## src/rtl/sys_array_pkg.sv

```systemverilog
// ============================================================================
// Module      : sys_array_pkg
// Description : Shared types and constants for the 2x2 systolic array feeder.
//               Provides the feeder FSM state encoding, the +0.0 fill word,
//               element indices into the flattened 4-element matrix buses,
//               and the number of feed slots.
// Revision    : 1.0 - initial release
// ============================================================================
`default_nettype none

package sys_array_pkg;

  typedef enum logic [1:0] {
    IDLE = 2'd0,
    FEED = 2'd1,
    WAIT = 2'd2,
    OUT  = 2'd3
  } state_t;

  // IEEE-754 single-precision +0.0, driven on idle stream slots
  localparam logic [31:0] FP_ZERO = 32'h0000_0000;

  // Element positions in {x11,x10,x01,x00}; index = row*2 + col
  localparam int E00 = 0;
  localparam int E01 = 1;
  localparam int E10 = 2;
  localparam int E11 = 3;

  // Number of cycles in the skewed feed window
  localparam int FEED_LEN = 3;

endpackage

`default_nettype wire

```

## src/rtl/sys_feed_skew.sv

```systemverilog
// ============================================================================
// Module      : sys_feed_skew
// Description : Combinational diagonal-skew mux. Maps the feed slot k and the
//               A/B matrices onto the two row streams and two column streams.
//               Row r carries a[r][k-r], column c carries b[k-c][c]; slots
//               outside the diagonal (and all slots when inactive) are +0.0.
// Ports       : active        - feed window is open for this slot
//               k             - feed slot 0..2
//               a_mat, b_mat  - flattened {x11,x10,x01,x00}
//               row0/row1     - A row streams
//               col0/col1     - B column streams
// Revision    : 1.0 - initial release
// ============================================================================
`default_nettype none

module sys_feed_skew
  import sys_array_pkg::*;
#(
  parameter int DATA_W = 32
) (
  input  logic                  active,
  input  logic [1:0]            k,
  input  logic [4*DATA_W-1:0]   a_mat,
  input  logic [4*DATA_W-1:0]   b_mat,
  output logic [DATA_W-1:0]     row0,
  output logic [DATA_W-1:0]     row1,
  output logic [DATA_W-1:0]     col0,
  output logic [DATA_W-1:0]     col1
);

  always_comb begin
    row0 = DATA_W'(FP_ZERO);
    row1 = DATA_W'(FP_ZERO);
    col0 = DATA_W'(FP_ZERO);
    col1 = DATA_W'(FP_ZERO);
    if (active) begin
      case (k)
        2'd0: begin
          row0 = a_mat[E00*DATA_W +: DATA_W];
          col0 = b_mat[E00*DATA_W +: DATA_W];
        end
        2'd1: begin
          row0 = a_mat[E01*DATA_W +: DATA_W];
          row1 = a_mat[E10*DATA_W +: DATA_W];
          col0 = b_mat[E10*DATA_W +: DATA_W];
          col1 = b_mat[E01*DATA_W +: DATA_W];
        end
        2'd2: begin
          row1 = a_mat[E11*DATA_W +: DATA_W];
          col1 = b_mat[E11*DATA_W +: DATA_W];
        end
        default: begin
        end
      endcase
    end
  end

endmodule

`default_nettype wire

```

## src/rtl/sys_array_feeder.sv

```systemverilog
// ============================================================================
// Module      : sys_array_feeder
// Description : Initiator for the 2x2 FP systolic multiplier. Accepts an A/B
//               pair (valid/ready), streams skewed rows/columns for 3 cycles
//               with load_in high, waits for arr_done (with timeout), captures
//               the four results and offers C downstream (valid/ready).
// Ports       : clk, rst (sync, active-low)
//               in_valid/in_ready, a_mat, b_mat      - upstream pair
//               load_in, row_in_row0/1, col_in_col0/1 - array feed
//               arr_done, result_row00..11            - array results
//               out_valid/out_ready, c_mat            - downstream C
//               busy, timeout_err                     - status
//               perf_cycles (SYS_FEEDER_PERF_EN only) - accept-to-out latency
// Options     : SYS_FEEDER_PERF_EN adds the perf_cycles latency counter.
// Revision    : 1.0 - initial release
// ============================================================================
`default_nettype none

module sys_array_feeder
  import sys_array_pkg::*;
#(
  parameter int DATA_W         = 32,
  parameter int TIMEOUT_CYCLES = 256
) (
  input  logic                  clk,
  input  logic                  rst,
  input  logic                  in_valid,
  output logic                  in_ready,
  input  logic [4*DATA_W-1:0]   a_mat,
  input  logic [4*DATA_W-1:0]   b_mat,
  output logic                  load_in,
  output logic [DATA_W-1:0]     row_in_row0,
  output logic [DATA_W-1:0]     row_in_row1,
  output logic [DATA_W-1:0]     col_in_col0,
  output logic [DATA_W-1:0]     col_in_col1,
  input  logic                  arr_done,
  input  logic [DATA_W-1:0]     result_row00,
  input  logic [DATA_W-1:0]     result_row01,
  input  logic [DATA_W-1:0]     result_row10,
  input  logic [DATA_W-1:0]     result_row11,
  output logic                  out_valid,
  input  logic                  out_ready,
  output logic [4*DATA_W-1:0]   c_mat,
  output logic                  busy,
`ifdef SYS_FEEDER_PERF_EN
  output logic [15:0]           perf_cycles,
`endif
  output logic                  timeout_err
);

  // Abort fires at the end of the TIMEOUT_CYCLES-th WAIT cycle
  localparam logic [15:0] TO_LAST = 16'(TIMEOUT_CYCLES - 1);
  localparam logic [1:0]  K_LAST  = 2'(FEED_LEN - 1);

  state_t               r_state;
  logic [1:0]           r_k;
  logic [15:0]          r_wcnt;
  logic [4*DATA_W-1:0]  r_a;
  logic [4*DATA_W-1:0]  r_b;
  logic                 r_in_ready;
  logic                 r_load;
  logic [DATA_W-1:0]    r_row0, r_row1, r_col0, r_col1;
  logic                 r_out_valid;
  logic [4*DATA_W-1:0]  r_c;
  logic                 r_busy;
  logic                 r_terr;

  logic                 w_accept;
  logic                 w_feed_next;
  logic [1:0]           w_k_next;
  logic [4*DATA_W-1:0]  w_a_src, w_b_src;
  logic [DATA_W-1:0]    w_row0, w_row1, w_col0, w_col1;

  assign w_accept = (r_state == IDLE) && r_in_ready && in_valid;

  // Stream registers are loaded with the slot that will be current after
  // this edge; on acceptance the pair is not latched yet, so use the inputs.
  assign w_feed_next = w_accept || ((r_state == FEED) && (r_k != K_LAST));
  assign w_k_next    = w_accept ? 2'd0 : (r_k + 2'd1);
  assign w_a_src     = w_accept ? a_mat : r_a;
  assign w_b_src     = w_accept ? b_mat : r_b;

  sys_feed_skew #(
    .DATA_W (DATA_W)
  ) u_skew (
    .active (w_feed_next),
    .k      (w_k_next),
    .a_mat  (w_a_src),
    .b_mat  (w_b_src),
    .row0   (w_row0),
    .row1   (w_row1),
    .col0   (w_col0),
    .col1   (w_col1)
  );

  always_ff @(posedge clk) begin
    if (!rst) begin
      r_state     <= IDLE;
      r_k         <= 2'd0;
      r_wcnt      <= 16'd0;
      r_a         <= '0;
      r_b         <= '0;
      r_in_ready  <= 1'b0;
      r_load      <= 1'b0;
      r_row0      <= '0;
      r_row1      <= '0;
      r_col0      <= '0;
      r_col1      <= '0;
      r_out_valid <= 1'b0;
      r_c         <= '0;
      r_busy      <= 1'b0;
      r_terr      <= 1'b0;
    end else begin
      r_load <= w_feed_next;
      r_row0 <= w_row0;
      r_row1 <= w_row1;
      r_col0 <= w_col0;
      r_col1 <= w_col1;
      case (r_state)
        IDLE: begin
          r_in_ready <= 1'b1;
          if (w_accept) begin
            r_a        <= a_mat;
            r_b        <= b_mat;
            r_terr     <= 1'b0;
            r_k        <= 2'd0;
            r_in_ready <= 1'b0;
            r_busy     <= 1'b1;
            r_state    <= FEED;
          end
        end
        FEED: begin
          if (r_k == K_LAST) begin
            r_wcnt  <= 16'd0;
            r_state <= WAIT;
          end else begin
            r_k <= r_k + 2'd1;
          end
        end
        WAIT: begin
          // done takes priority over a coincident timeout
          if (arr_done) begin
            r_c         <= {result_row11, result_row10, result_row01, result_row00};
            r_out_valid <= 1'b1;
            r_state     <= OUT;
          end else if (r_wcnt == TO_LAST) begin
            r_terr     <= 1'b1;
            r_c        <= '0;
            r_busy     <= 1'b0;
            r_in_ready <= 1'b1;
            r_state    <= IDLE;
          end else begin
            r_wcnt <= r_wcnt + 16'd1;
          end
        end
        OUT: begin
          if (out_ready) begin
            r_out_valid <= 1'b0;
            r_busy      <= 1'b0;
            r_in_ready  <= 1'b1;
            r_state     <= IDLE;
          end
        end
        default: r_state <= IDLE;
      endcase
    end
  end

`ifdef SYS_FEEDER_PERF_EN
  // r_perf_cnt holds the index of the current cycle, the accept cycle being 0
  logic [15:0] r_perf_cnt;
  logic [15:0] r_perf;
  logic [15:0] w_perf_inc;

  assign w_perf_inc = (r_perf_cnt == 16'hFFFF) ? r_perf_cnt : (r_perf_cnt + 16'd1);

  always_ff @(posedge clk) begin
    if (!rst) begin
      r_perf_cnt <= 16'd0;
      r_perf     <= 16'd0;
    end else if (w_accept) begin
      r_perf_cnt <= 16'd1;
    end else if ((r_state == FEED) || (r_state == WAIT)) begin
      r_perf_cnt <= w_perf_inc;
      if ((r_state == WAIT) && arr_done) begin
        r_perf <= w_perf_inc;
      end
    end
  end

  assign perf_cycles = r_perf;
`endif

  assign in_ready    = r_in_ready;
  assign load_in     = r_load;
  assign row_in_row0 = r_row0;
  assign row_in_row1 = r_row1;
  assign col_in_col0 = r_col0;
  assign col_in_col1 = r_col1;
  assign out_valid   = r_out_valid;
  assign c_mat       = r_c;
  assign busy        = r_busy;
  assign timeout_err = r_terr;

endmodule

`default_nettype wire

```

## config.mk

```make
export PLATFORM = sky130hd
export DESIGN_NAME = sys_array_feeder
export DESIGN_NICKNAME = d
export VERILOG_FILES = /design/src/rtl/sys_array_pkg.sv /design/src/rtl/sys_feed_skew.sv /design/src/rtl/sys_array_feeder.sv
export SDC_FILE = /design/constraint.sdc
export NUM_CORES = 1
export LEC_CHECK = 0
export ABC_AREA = 1
export BUFFER_PORTS_ARGS = -buffer_cell sky130_fd_sc_hd__buf_4
export CAP_MARGIN = 10
export CORE_AREA = 2 2 252 254
export CTS_BUF_LIST = sky130_fd_sc_hd__clkbuf_2
export DETAILED_ROUTE_END_ITERATION = 12
export DIE_AREA = 0 0 254 256
export HOLD_SLACK_MARGIN = 0.08
export SYNTH_ARGS = -nofsm -noshare
export SYNTH_HDL_FRONTEND = slang
export SYNTH_SLANG_ARGS = --single-unit
export TNS_END_PERCENT = 20
```

## constraint.sdc

```tcl
create_clock -name clk -period 7.76 [get_ports clk]
set_clock_uncertainty 0.15 [all_clocks]
set_input_delay 0.388 -clock clk [delete_from_list [all_inputs] [get_ports clk]]
set_output_delay 0.388 -clock clk [all_outputs]
set_load 0.1 [all_outputs]
```

==> results_dict.tcl, run 1 <==
set metrics [dict create \
    synth_cells 2365 \
    ys_async_sr_fraction_pct 0 \
    place.gp.congestion 0.824 \
    yosysMostFrequentCell "dfxtp_1" \
    yosys_warnings 0 \
    cts_max_level 4 \
    port_buffers 649 \
    die_h_um 256 \
    yosysTopAreaCell "dfxtp_1" \
    cts-root-buf "clkbuf_2" \
    cts_made_buffers 147 \
    ys_ff_latch 537 \
    synth.area.top_cells "dfxtp_1 (51%), nor2_1 (8.6%), mux2i_1 (5.9%)" \
    synth_commonest_cells "dfxtp_1 (537), nor2_1 (488), nand2_1 (232), mux2i_1 (126), nand2_4 (103)" \
    num_rows 92 \
    lastStage "clock tree synthesis" \
    synthDominantCellAreaShare_pct 50.7 \
    synth_cell_type_count 36 \
    yosys_most_used_dff "dfxtp_1" \
    dieWidth_um 254 \
    error_line "[ERROR RSZ-0060] Max buffer count reached." \
    clock_sinks 537 \
    syn_area_mm2 0.0212 \
    cts_setup_buffers 0 \
    avgSynthCellArea_um2 8.97 \
    seq_area_frac_synth_pct 50.7 \
    cts_buffer_depth 3 \
    ioPinCount 650 \
    start_util_pct 34.0 \
    syn_nets 2765 \
    hold_buffers 795 \
    dp_hpwl_mm 49.8 \
    synth_edf_count 0 \
    post_cts_resized 0 \
    outcome "stopped before the end" \
]
## through the flow
step	cell area, um2	worst slack [ns]	instances	util (%)
floorplan	21200	4.73	2365	-
global placement	26400	3.98	3718	42.3
detailed placement	26400	3.88	3718	42.3
## logic make-up after synthesis
logic type / Yosys count / synth area share [%]
and+or+nand+nor: 1002 / 23.5
DFF: 537 / 50.7
buffers and inverters: 274 / 6.49
adders and majority gates: 11 / 0.648
AOI/OAI and AO/OA: 415 / 12.7
muxes: 126 / 5.94
==> run 2: changes to the inputs <==
--- a/config.mk
+++ b/config.mk
@@ -8,11 +8,10 @@
 export ABC_AREA = 1
 export BUFFER_PORTS_ARGS = -buffer_cell sky130_fd_sc_hd__buf_4
 export CAP_MARGIN = 10
-export CORE_AREA = 2 2 252 254
-export CTS_BUF_LIST = sky130_fd_sc_hd__clkbuf_2
+export CORE_AREA = 2 2 255 257
 export DETAILED_ROUTE_END_ITERATION = 12
-export DIE_AREA = 0 0 254 256
-export HOLD_SLACK_MARGIN = 0.08
+export DIE_AREA = 0 0 257 259
+export PLACE_DENSITY_LB_ADDON = 0.15
 export SYNTH_ARGS = -nofsm -noshare
 export SYNTH_HDL_FRONTEND = slang
 export SYNTH_SLANG_ARGS = --single-unit
==> results_dict.tcl, run 2 <==
set metrics [dict create \
    yosys_most_used_dff "dfxtp_1" \
    cts_max_level 2 \
    cp.arrival_ns 4.56 \
    core_mm2 0.0639 \
    dr.pass1.iters 6 \
    num_rows 93 \
    clock_sinks 537 \
    vias 19300 \
    synth_commonest_cells "dfxtp_1 (537), nor2_1 (488), nand2_1 (232), mux2i_1 (126), nand2_4 (103)" \
    p_comb_share_pct 36.0 \
    grt_usage_pct 21.2 \
    cp_max_fo 87 \
    hold_viol 0 \
    outcome "complete, no violations" \
    dp_cells 3726 \
    min_period_over_period_pct 54.3 \
    peakVddDrop_v 0.000385 \
    yosysTopAreaCell "dfxtp_1" \
    switchingPower_mw 3.70 \
    fin_setup_tns_ns 0 \
    cts-root-buf "clkbuf_16" \
    viasPerCell 4.59 \
    start_kind "register" \
    hold_path.class "in2reg" \
    synthDominantCellAreaShare_pct 50.7 \
    clockPowerShare_pct 29.7 \
    report.final.slew_viol_count 0 \
    fillers 5971 \
    avgSynthCellArea_um2 8.97 \
    start_util_pct 33.2 \
    cts_made_buffers 59 \
    drc 0 \
    wire_per_inst_um 17.4 \
    final_cells 4209 \
    drt-total-wl_mm 73.0 \
    grt_antenna_before_repair 8 \
    synth_cells 2365 \
    grt_max_degree 149 \
    multi_input_comb_area_mm2 0.00911 \
    max_stage_delay_ns 0.77 \
    period_minus_slack_ns 4.21 \
    ys_ff_latch 537 \
    hold_buffers 372 \
    first_global_vias 20100 \
    worstSetupPathType "reg2reg" \
    final_cell_mix "buf_4 (663), dfxtp_1 (537), nor2_1 (488)" \
    cts_buffer_depth 3 \
    cts_setup_buffers 0 \
    worstMarginPinSlew_ns 1.24 \
    seq_area_frac_synth_pct 50.7 \
    place.gp.congestion 0.892 \
    drive_above_1_share_pct 31.4 \
    port_buffers 649 \
    drv_cap 0 \
    setup_violations 0 \
    min_to "r_b[122]" \
    post_cts_resized 0 \
    syn_to_final_growth_pct 51.2 \
    die-area_mm2 0.0666 \
    layout_commonest_cell "buf_4" \
    place_area_mm2 0.0264 \
    cts_tree "built" \
    power_density_mw_per_mm2 300 \
    ioPinCount 650 \
    crit_chain "inv_1 > ha_1 > nand3_4 > buf_4 > nand2_1 > ha_1 > inv_2 > buf_4 > nor2_1 > o21a_1" \
    seqCellArea_mm2 0.0108 \
    final_nets 3704 \
    hold_start "b_mat[122]" \
    yosysMostFrequentCell "dfxtp_1" \
    dp_hpwl_mm 48.1 \
    max_slew_margin_pct 17.4 \
    required_ns 8.10 \
    r2r_end "row_in_row0[23]" \
    synth.area.top_cells "dfxtp_1 (51%), nor2_1 (8.6%), mux2i_1 (5.9%)" \
    dieWidth_um 257 \
    ys_async_sr_fraction_pct 0 \
    ff2ff_setup_slack_ns 3.55 \
    reg2reg_depth 10 \
    max_freq_mhz 237 \
    regToRegStartpoint "r_state[0]" \
    leakage_nw 13.9 \
    drtIter0Drc 1127 \
    final_antenna_net_count 0 \
    cp-end-kind "register" \
    synth_edf_count 0 \
    syn_area_mm2 0.0212 \
    sequentialPowerShare_pct 34.3 \
    sw_frac_of_total_pct 38.4 \
    grt_overflow 0 \
    die_h_um 259 \
    yosys_warnings 0 \
    worstSkewPairLatency_ns 0.62 \
    synth_cell_type_count 36 \
    grt_pass1_wl_mm 113 \
    worstHoldPathCells 4 \
    rsz0062_at_grt "no" \
    critPathSlowestCell "buf_4" \
    final_area_mm2 0.0321 \
    p_int_mw 5.94 \
    cts.clk_slew.worst_paths_ns 0.06 \
    syn_nets 2765 \
]
## run 2: metal layers
metal | wire length, um | vias to the layer above | GRT usage, %
li1 | - | 9497 | -
met1 | 29600 | 9112 | 24.4
met2 | 35700 | 564 | 37.1
met3 | 4740 | 152 | 5.83
met4 | 3050 | 4 | 9.01
met5 | 24 | - | 0
## run 2: metrics by stage
step / hold slack (ns) / total power [mW] / setup slack, ns / util [%]
5_1_grt: 0.0383 / 10.2 / 3.16 / 50.2
4_1_cts: 0.00366 / 9.75 / 3.54 / 50.2
2_1_floorplan: 0.299 / 5.88 / 4.73 / -
3_5_place_dp: 0.305 / 6.69 / 3.55 / 41.3
3_3_place_gp: 0.304 / 6.64 / 3.63 / 41.3
6_report: 0.0408 / 9.64 / 3.55 / 50.2
## run 2: final cells by class
type                    count  share of cell area, %
well taps                 855                   3.33
diodes                      5                 0.0390
clock inverters            19                  0.823
multi-input cells        1554                   28.4
repair buffers           1036                   27.2
inverters                 116                   1.39
clock buffers              87                   5.34
flip-flops and latches    537                   33.5
## run 2: cells by family (layout without fill, tap and decap cells)
group | Yosys count | count (layout) | share of synthesized area [%]
flops | 537 | 537 | 50.7
other cells | 0 | 5 | 0
compound gates | 415 | 415 | 12.7
simple gates | 1002 | 1002 | 23.5
mux | 126 | 126 | 5.94
fa+ha+maj | 11 | 11 | 0.648
buf+inv | 274 | 1258 | 6.49
## run 2: worst max path at each step
| stage | start | to | slack (ns) | cells past startpoint |
|---|---|---|---|---|
| after floorplan | in_ready | row_in_row1[0] | 4.73 | 12 |
| after global placement | r_state[0] | row_in_row0[26] | 3.63 | 8 |
| after detailed placement | r_state[0] | row_in_row0[26] | 3.55 | 8 |
| after CTS | r_state[0] | col_in_col1[27] | 3.54 | 11 |
| after global routing | r_state[0] | row_in_row0[18] | 3.16 | 10 |
| final | r_state[0] | row_in_row0[23] | 3.55 | 10 |
## run 2: power groups by stage
| stage | combinational (mW) | clock, mW | sequential [mW] |
|---|---|---|---|
| after CTS | 3.50 | 2.95 | 3.31 |
| after floorplan | 1.79 | 0 | 4.09 |
| after detailed placement | 3.32 | 0 | 3.37 |
| after global routing | 3.79 | 3.05 | 3.35 |
| after global placement | 3.28 | 0 | 3.36 |
| final | 3.47 | 2.86 | 3.31 |
## run 2: worst max-delay path, delay by kind of cell (launching register included)
kind,cells,cell delay (ns)
buffers and inverters,4,1.56
adders and majority gates,2,0.61
AOI/OAI and AO/OA,1,0.22
DFF,1,0.39
and+or+nand+nor,3,0.96
Note: power is estimated with default switching activity, not from simulation.
==> run 3: changes to the inputs <==
==> constraint.sdc (replaced) <==
create_clock -name clk -period 3.9 [get_ports clk]
set_clock_uncertainty 0.15 [all_clocks]
set_input_delay 0.195 -clock clk [delete_from_list [all_inputs] [get_ports clk]]
set_output_delay 0.195 -clock clk [all_outputs]
set_load 0.1 [all_outputs]
==> results_dict.tcl, run 3 (synthesis results as in run 2) <==
set metrics [dict create \
    start_util_pct 33.2 \
    drv_cap 0 \
    viasPerCell 4.60 \
    cts_tree "built" \
    final_cell_mix "buf_4 (661), dfxtp_1 (537), nor2_1 (488)" \
    layout_commonest_cell "buf_4" \
    final_nets 3763 \
    dr.pass1.iters 5 \
    die-area_mm2 0.0666 \
    p_total_mw 19.6 \
    grt_pass1_wl_mm 114 \
    period_minus_slack_ns 3.33 \
    worstSetupPathType "reg2reg" \
    post_cts_resized 0 \
    start_kind "register" \
    peakVddDrop_v 0.000347 \
    cts-root-buf "clkbuf_16" \
    dp_cells 3733 \
    cp-end-kind "register" \
    cts_max_level 2 \
    worstSkewPairLatency_ns 0.62 \
    fin_setup_tns_ns 0 \
    cp.arrival_ns 3.74 \
    crit_path_frequent_cell "buf_4" \
    max_freq_mhz 300 \
    leakage_nw 14.3 \
    dp_hpwl_mm 48.9 \
    core_mm2 0.0639 \
    grt_antenna_before_repair 12 \
    drive_above_1_share_pct 31.1 \
    vias 19700 \
    cts_buffer_depth 3 \
    syn_to_final_growth_pct 54.9 \
    first_global_vias 20300 \
    cts_made_buffers 59 \
    drt-total-wl_mm 74.0 \
    hold_path.class "in2reg" \
    grt_overflow 0 \
    outcome "complete, no violations" \
    port_buffers 649 \
    crit_chain "inv_1 > ha_1 > buf_4 > nand2_8 > buf_4 > nand2_1 > a21oi_1 > dlygate4sd3_1" \
    clock_sinks 537 \
    grt_max_degree 193 \
    dieWidth_um 257 \
    final_antenna_net_count 0 \
    num_rows 93 \
    power_density_mw_per_mm2 596 \
    critPathSlowestCell "buf_4" \
    cts.clk_slew.worst_paths_ns 0.07 \
    ioPinCount 650 \
    wire_per_inst_um 17.3 \
    cp_max_fo 42 \
    die_h_um 259 \
    hold_buffers 424 \
    setup_violations 0 \
    worstMarginPinSlew_ns 1.02 \
    place.gp.congestion 0.889 \
    drc 0 \
    hold_viol 0 \
    grt_usage_pct 21.4 \
    final_cells 4274 \
    drtIter0Drc 952 \
    max_stage_delay_ns 0.76 \
    fillers 5933 \
    report.final.slew_viol_count 0 \
    min_period_over_period_pct 85.4 \
    required_ns 4.30 \
    cts_setup_buffers 0 \
    rsz0062_at_grt "no" \
    utilization_pct 51.5 \
    ff2ff_setup_slack_ns 0.57 \
    max_slew_margin_pct 31.7 \
]
[run 3: cell types whose count changed in the layout (fill, tap and decap cells not counted)]
cell	change
clkinv_4	+2
buf_4	-2
clkinv_2	-2
dlygate4sd3_1	+52
clkinv_8	-1
clkbuf_1	-4
bufinv_16	+2
clkinv_16	+1
inv_16	+1
buf_12	+9
clkinvlp_4	+1
diode_2	+6
[run 3: cell type report]
cell class	count	area, um2	area share, %
Antenna cell	11	27.5	0.0837
Clock buffer	83	1700	5.16
Clock inverter	23	373	1.13
Inverter	116	447	1.36
Multi-Input combinational cell	1554	9110	27.7
Sequential cell	537	10800	32.7
Tap cell	855	1070	3.25
Timing Repair Buffer	1095	9410	28.6
[run 3: metal layers]
layer | global-route usage, % | up-vias | share of wire [%]
li1 | - | 9628 | -
met1 | 24.5 | 9280 | 41
met2 | 37.4 | 590 | 49
met3 | 5.99 | 156 | 6.8
met4 | 8.61 | 2 | 3.9
met5 | 0 | - | 0.018
[run 3: worst paths after layout]
kind	start	to	depth (start not counted)
max reg2reg	r_state[0]	c_mat[124]	8
max	r_state[0]	c_mat[124]	8
min reg2reg	c_mat[113]	c_mat[113]	2
min	in_valid	row_in_row1[21]	5
[run 3: report_power, final]
group | leakage, nW | internal (mW) | switching [mW]
registers | 4.36 | 6.29 | 0.293
logic | 8.94 | 2.28 | 4.84
clock network | 1.02 | 3.57 | 2.34
total | 14.3 | 12.1 | 7.47
[run 3: stage by stage]
step                      worst slack [ns]  area (um2)  hold WS (ns)
after floorplan                      0.871       21200         0.171
after global placement                1.02       26500         0.293
after detailed placement             0.910       26500         0.303
after CTS                            0.602       32900         0.106
after global routing                 0.350       32900         0.167
final                                0.568       32900         0.119
[run 3: worst max-delay path: cells and delay by family, from the launching register on]
family	cells	cell delay [ns]
buf+inv	4	1.70
flops	1	0.40
simple gates	2	0.45
compound gates	1	0.19
fa+ha+maj	1	0.35
==> run 4: changes to the inputs <==
--- a/config.mk
+++ b/config.mk
@@ -8,11 +8,14 @@
 export ABC_AREA = 1
 export BUFFER_PORTS_ARGS = -buffer_cell sky130_fd_sc_hd__buf_4
 export CAP_MARGIN = 10
-export CORE_AREA = 2 2 255 257
+export CELL_PAD_IN_SITES_DETAIL_PLACEMENT = 0
+export CELL_PAD_IN_SITES_GLOBAL_PLACEMENT = 1
+export CORE_MARGIN = 2
+export CORE_UTILIZATION = 36
 export DETAILED_ROUTE_END_ITERATION = 12
-export DIE_AREA = 0 0 257 259
 export PLACE_DENSITY_LB_ADDON = 0.15
 export SYNTH_ARGS = -nofsm -noshare
 export SYNTH_HDL_FRONTEND = slang
+export SYNTH_HIERARCHICAL = 1
 export SYNTH_SLANG_ARGS = --single-unit
 export TNS_END_PERCENT = 20
==> results_dict.tcl, run 4 <==
set metrics [dict create \
    fillers 5622 \
    seq_area_frac_synth_pct 49.3 \
    cts_setup_buffers 0 \
    dp_cells 4286 \
    yosys_warnings 6 \
    start_kind "register" \
    num_rows 90 \
    cp.arrival_ns 3.40 \
    place.gp.congestion 0.837 \
    yosysMostFrequentCell "nand2_1" \
    final_antenna_net_count 0 \
    syn_area_mm2 0.0218 \
    min_period_over_period_pct 77.1 \
    cp_max_fo 74 \
    cp-end-kind "register" \
    cts_max_level 2 \
    synth.area.top_cells "dfxtp_1 (49%), nand2_1 (12%), or2_2 (7.4%)" \
    hold_path.class "in2reg" \
    clockPowerShare_pct 26.0 \
    cts_buffer_depth 3 \
    hold_buffers 387 \
    setup_violations 0 \
    worstHoldPathCells 4 \
    start_util_pct 36.2 \
    fin_setup_tns_ns 0 \
    grt_max_degree 138 \
    first_global_vias 21700 \
    outcome "complete, no violations" \
    layout_commonest_cell "nand2_1" \
    peakVddDrop_v 0.000525 \
    min_to "load_in" \
    worstMarginPinSlew_ns 1.01 \
    hold_viol 0 \
    switchingPower_mw 8.75 \
    sw_frac_of_total_pct 40.6 \
    worstSkewPairLatency_ns 0.60 \
    worstSetupPathType "reg2reg" \
    die_h_um 250 \
    synth_commonest_cells "nand2_1 (718), dfxtp_1 (537), inv_1 (414), nor2_1 (292), a21oi_1 (278)" \
    final_area_mm2 0.0330 \
    synthDominantCellAreaShare_pct 49.3 \
    die-area_mm2 0.0625 \
    reg2reg_depth 11 \
    drt-total-wl_mm 77.7 \
    dieWidth_um 250 \
    drive_above_1_share_pct 26.2 \
    synth_edf_count 0 \
    yosysTopAreaCell "dfxtp_1" \
    ff2ff_setup_slack_ns 0.89 \
    p_comb_share_pct 42.8 \
    grt_overflow 0 \
    cts_made_buffers 59 \
    grt_antenna_before_repair 16 \
    grt_usage_pct 23.8 \
    multi_input_comb_area_mm2 0.00859 \
    place_area_mm2 0.0271 \
    syn_to_final_growth_pct 51.3 \
    port_buffers 649 \
    power_density_mw_per_mm2 654 \
    timing.hold.ws_ns 0.147 \
    ys_async_sr_fraction_pct 0 \
    rsz0062_at_grt "no" \
    required_ns 4.29 \
    post_cts_resized 0 \
    final_cells 4791 \
    regToRegStartpoint "r_state[1]" \
    period_minus_slack_ns 3.01 \
    dp_hpwl_mm 50.3 \
    cts.clk_slew.worst_paths_ns 0.06 \
    vias 21900 \
    synth_cells 3014 \
    p_total_mw 21.6 \
    max_freq_mhz 332 \
    viasPerCell 4.57 \
    ioPinCount 650 \
    yosys_most_used_dff "dfxtp_1" \
    dr.pass1.iters 7 \
    avgSynthCellArea_um2 7.23 \
    sequentialPowerShare_pct 31.2 \
    clock_sinks 537 \
    final_nets 4350 \
    r2r_end "col_in_col0[27]" \
    synth_cell_type_count 27 \
    syn_nets 3412 \
    max_slew_margin_pct 32.5 \
    leakage_nw 17.0 \
    ys_ff_latch 537 \
    drc 0 \
    drtIter0Drc 1309 \
    seqCellArea_mm2 0.0108 \
    core_mm2 0.0601 \
    final_cell_mix "nand2_1 (716), buf_4 (667), dfxtp_1 (537)" \
    drv_cap 0 \
    grt_pass1_wl_mm 120 \
    p_int_mw 12.8 \
    hold_start "in_valid" \
    wire_per_inst_um 16.2 \
    cts_tree "built" \
    report.final.slew_viol_count 0 \
    cts-root-buf "clkbuf_16" \
]
run 4: cell count changes after synthesis, sizes merged, moves of 122 or more:
cell,delta
a21oi,+133
inv,+313
mux2i,-126
nand2,+383
nor2,-197
o21ai,+122
or2,+129
run 4: power groups by stage:
stage / Combinational, mW / Sequential [mW] / Clock [mW]
global placement: 8.77 / 6.81 / 0
CTS: 9.25 / 6.73 / 5.77
global route: 10.2 / 6.81 / 5.98
floorplan: 4.87 / 8.53 / 0
finish: 9.22 / 6.73 / 5.62
detailed placement: 8.85 / 6.84 / 0
run 4: routing by layer:
metal	vias up	global-route usage [%]	share of wire (%)
li1	11000	-	-
met1	10100	28.5	42
met2	606	41.4	49
met3	147	5.55	6.2
met4	14	8.93	3.5
met5	-	0	0.13
run 4: worst max path at each step:
stage,start,to,slack [ns],cells past startpoint
after floorplan,in_ready,col_in_col1[24],1.03,12
after global placement,r_state[0],col_in_col1[1],1.0,11
after detailed placement,r_state[1],col_in_col0[6],0.93,11
after CTS,r_state[1],col_in_col1[1],0.91,11
after global routing,r_state[1],row_in_row0[5],0.56,11
final,r_state[1],col_in_col0[27],0.89,11
run 4: per-stage QoR:
stage                     util (%)  setup WS [ns]
after CTS                     54.8          0.913
after global routing          54.8          0.562
final                         54.8          0.892
after floorplan                  -           1.03
after detailed placement      45.1          0.933
after global placement        45.1          0.995
run 4: worst max-delay path, cell delays in order, from the launching register on:
cell     delay [ns]
dfxtp_1        0.39
inv_1          0.12
ha_1           0.26
nand3_4        0.14
buf_4          0.43
buf_4          0.69
o21ai_0        0.25
inv_1          0.11
nand2_1        0.05
a21oi_1        0.13
nand2_1        0.08
inv_1          0.09
run 4: logic make-up after synthesis:
group | after synthesis | share of synthesized area [%]
AOI/OAI and AO/OA | 540 | 12.4
and+or+nand+nor | 1319 | 26.2
adders and majority gates | 9 | 0.517
xor gates and xnor gates | 3 | 0.121
DFF | 537 | 49.3
buffers and inverters | 606 | 11.4
run 4: layout make-up:
class,instances,area share [%]
clock inverters,14,0.455
flip-flops and latches,537,32.6
repair buffers,1064,27.5
clock buffers,93,5.48
multi-input cells,1871,26.0
inverters,419,4.81
diodes,11,0.0835
well taps,782,2.97
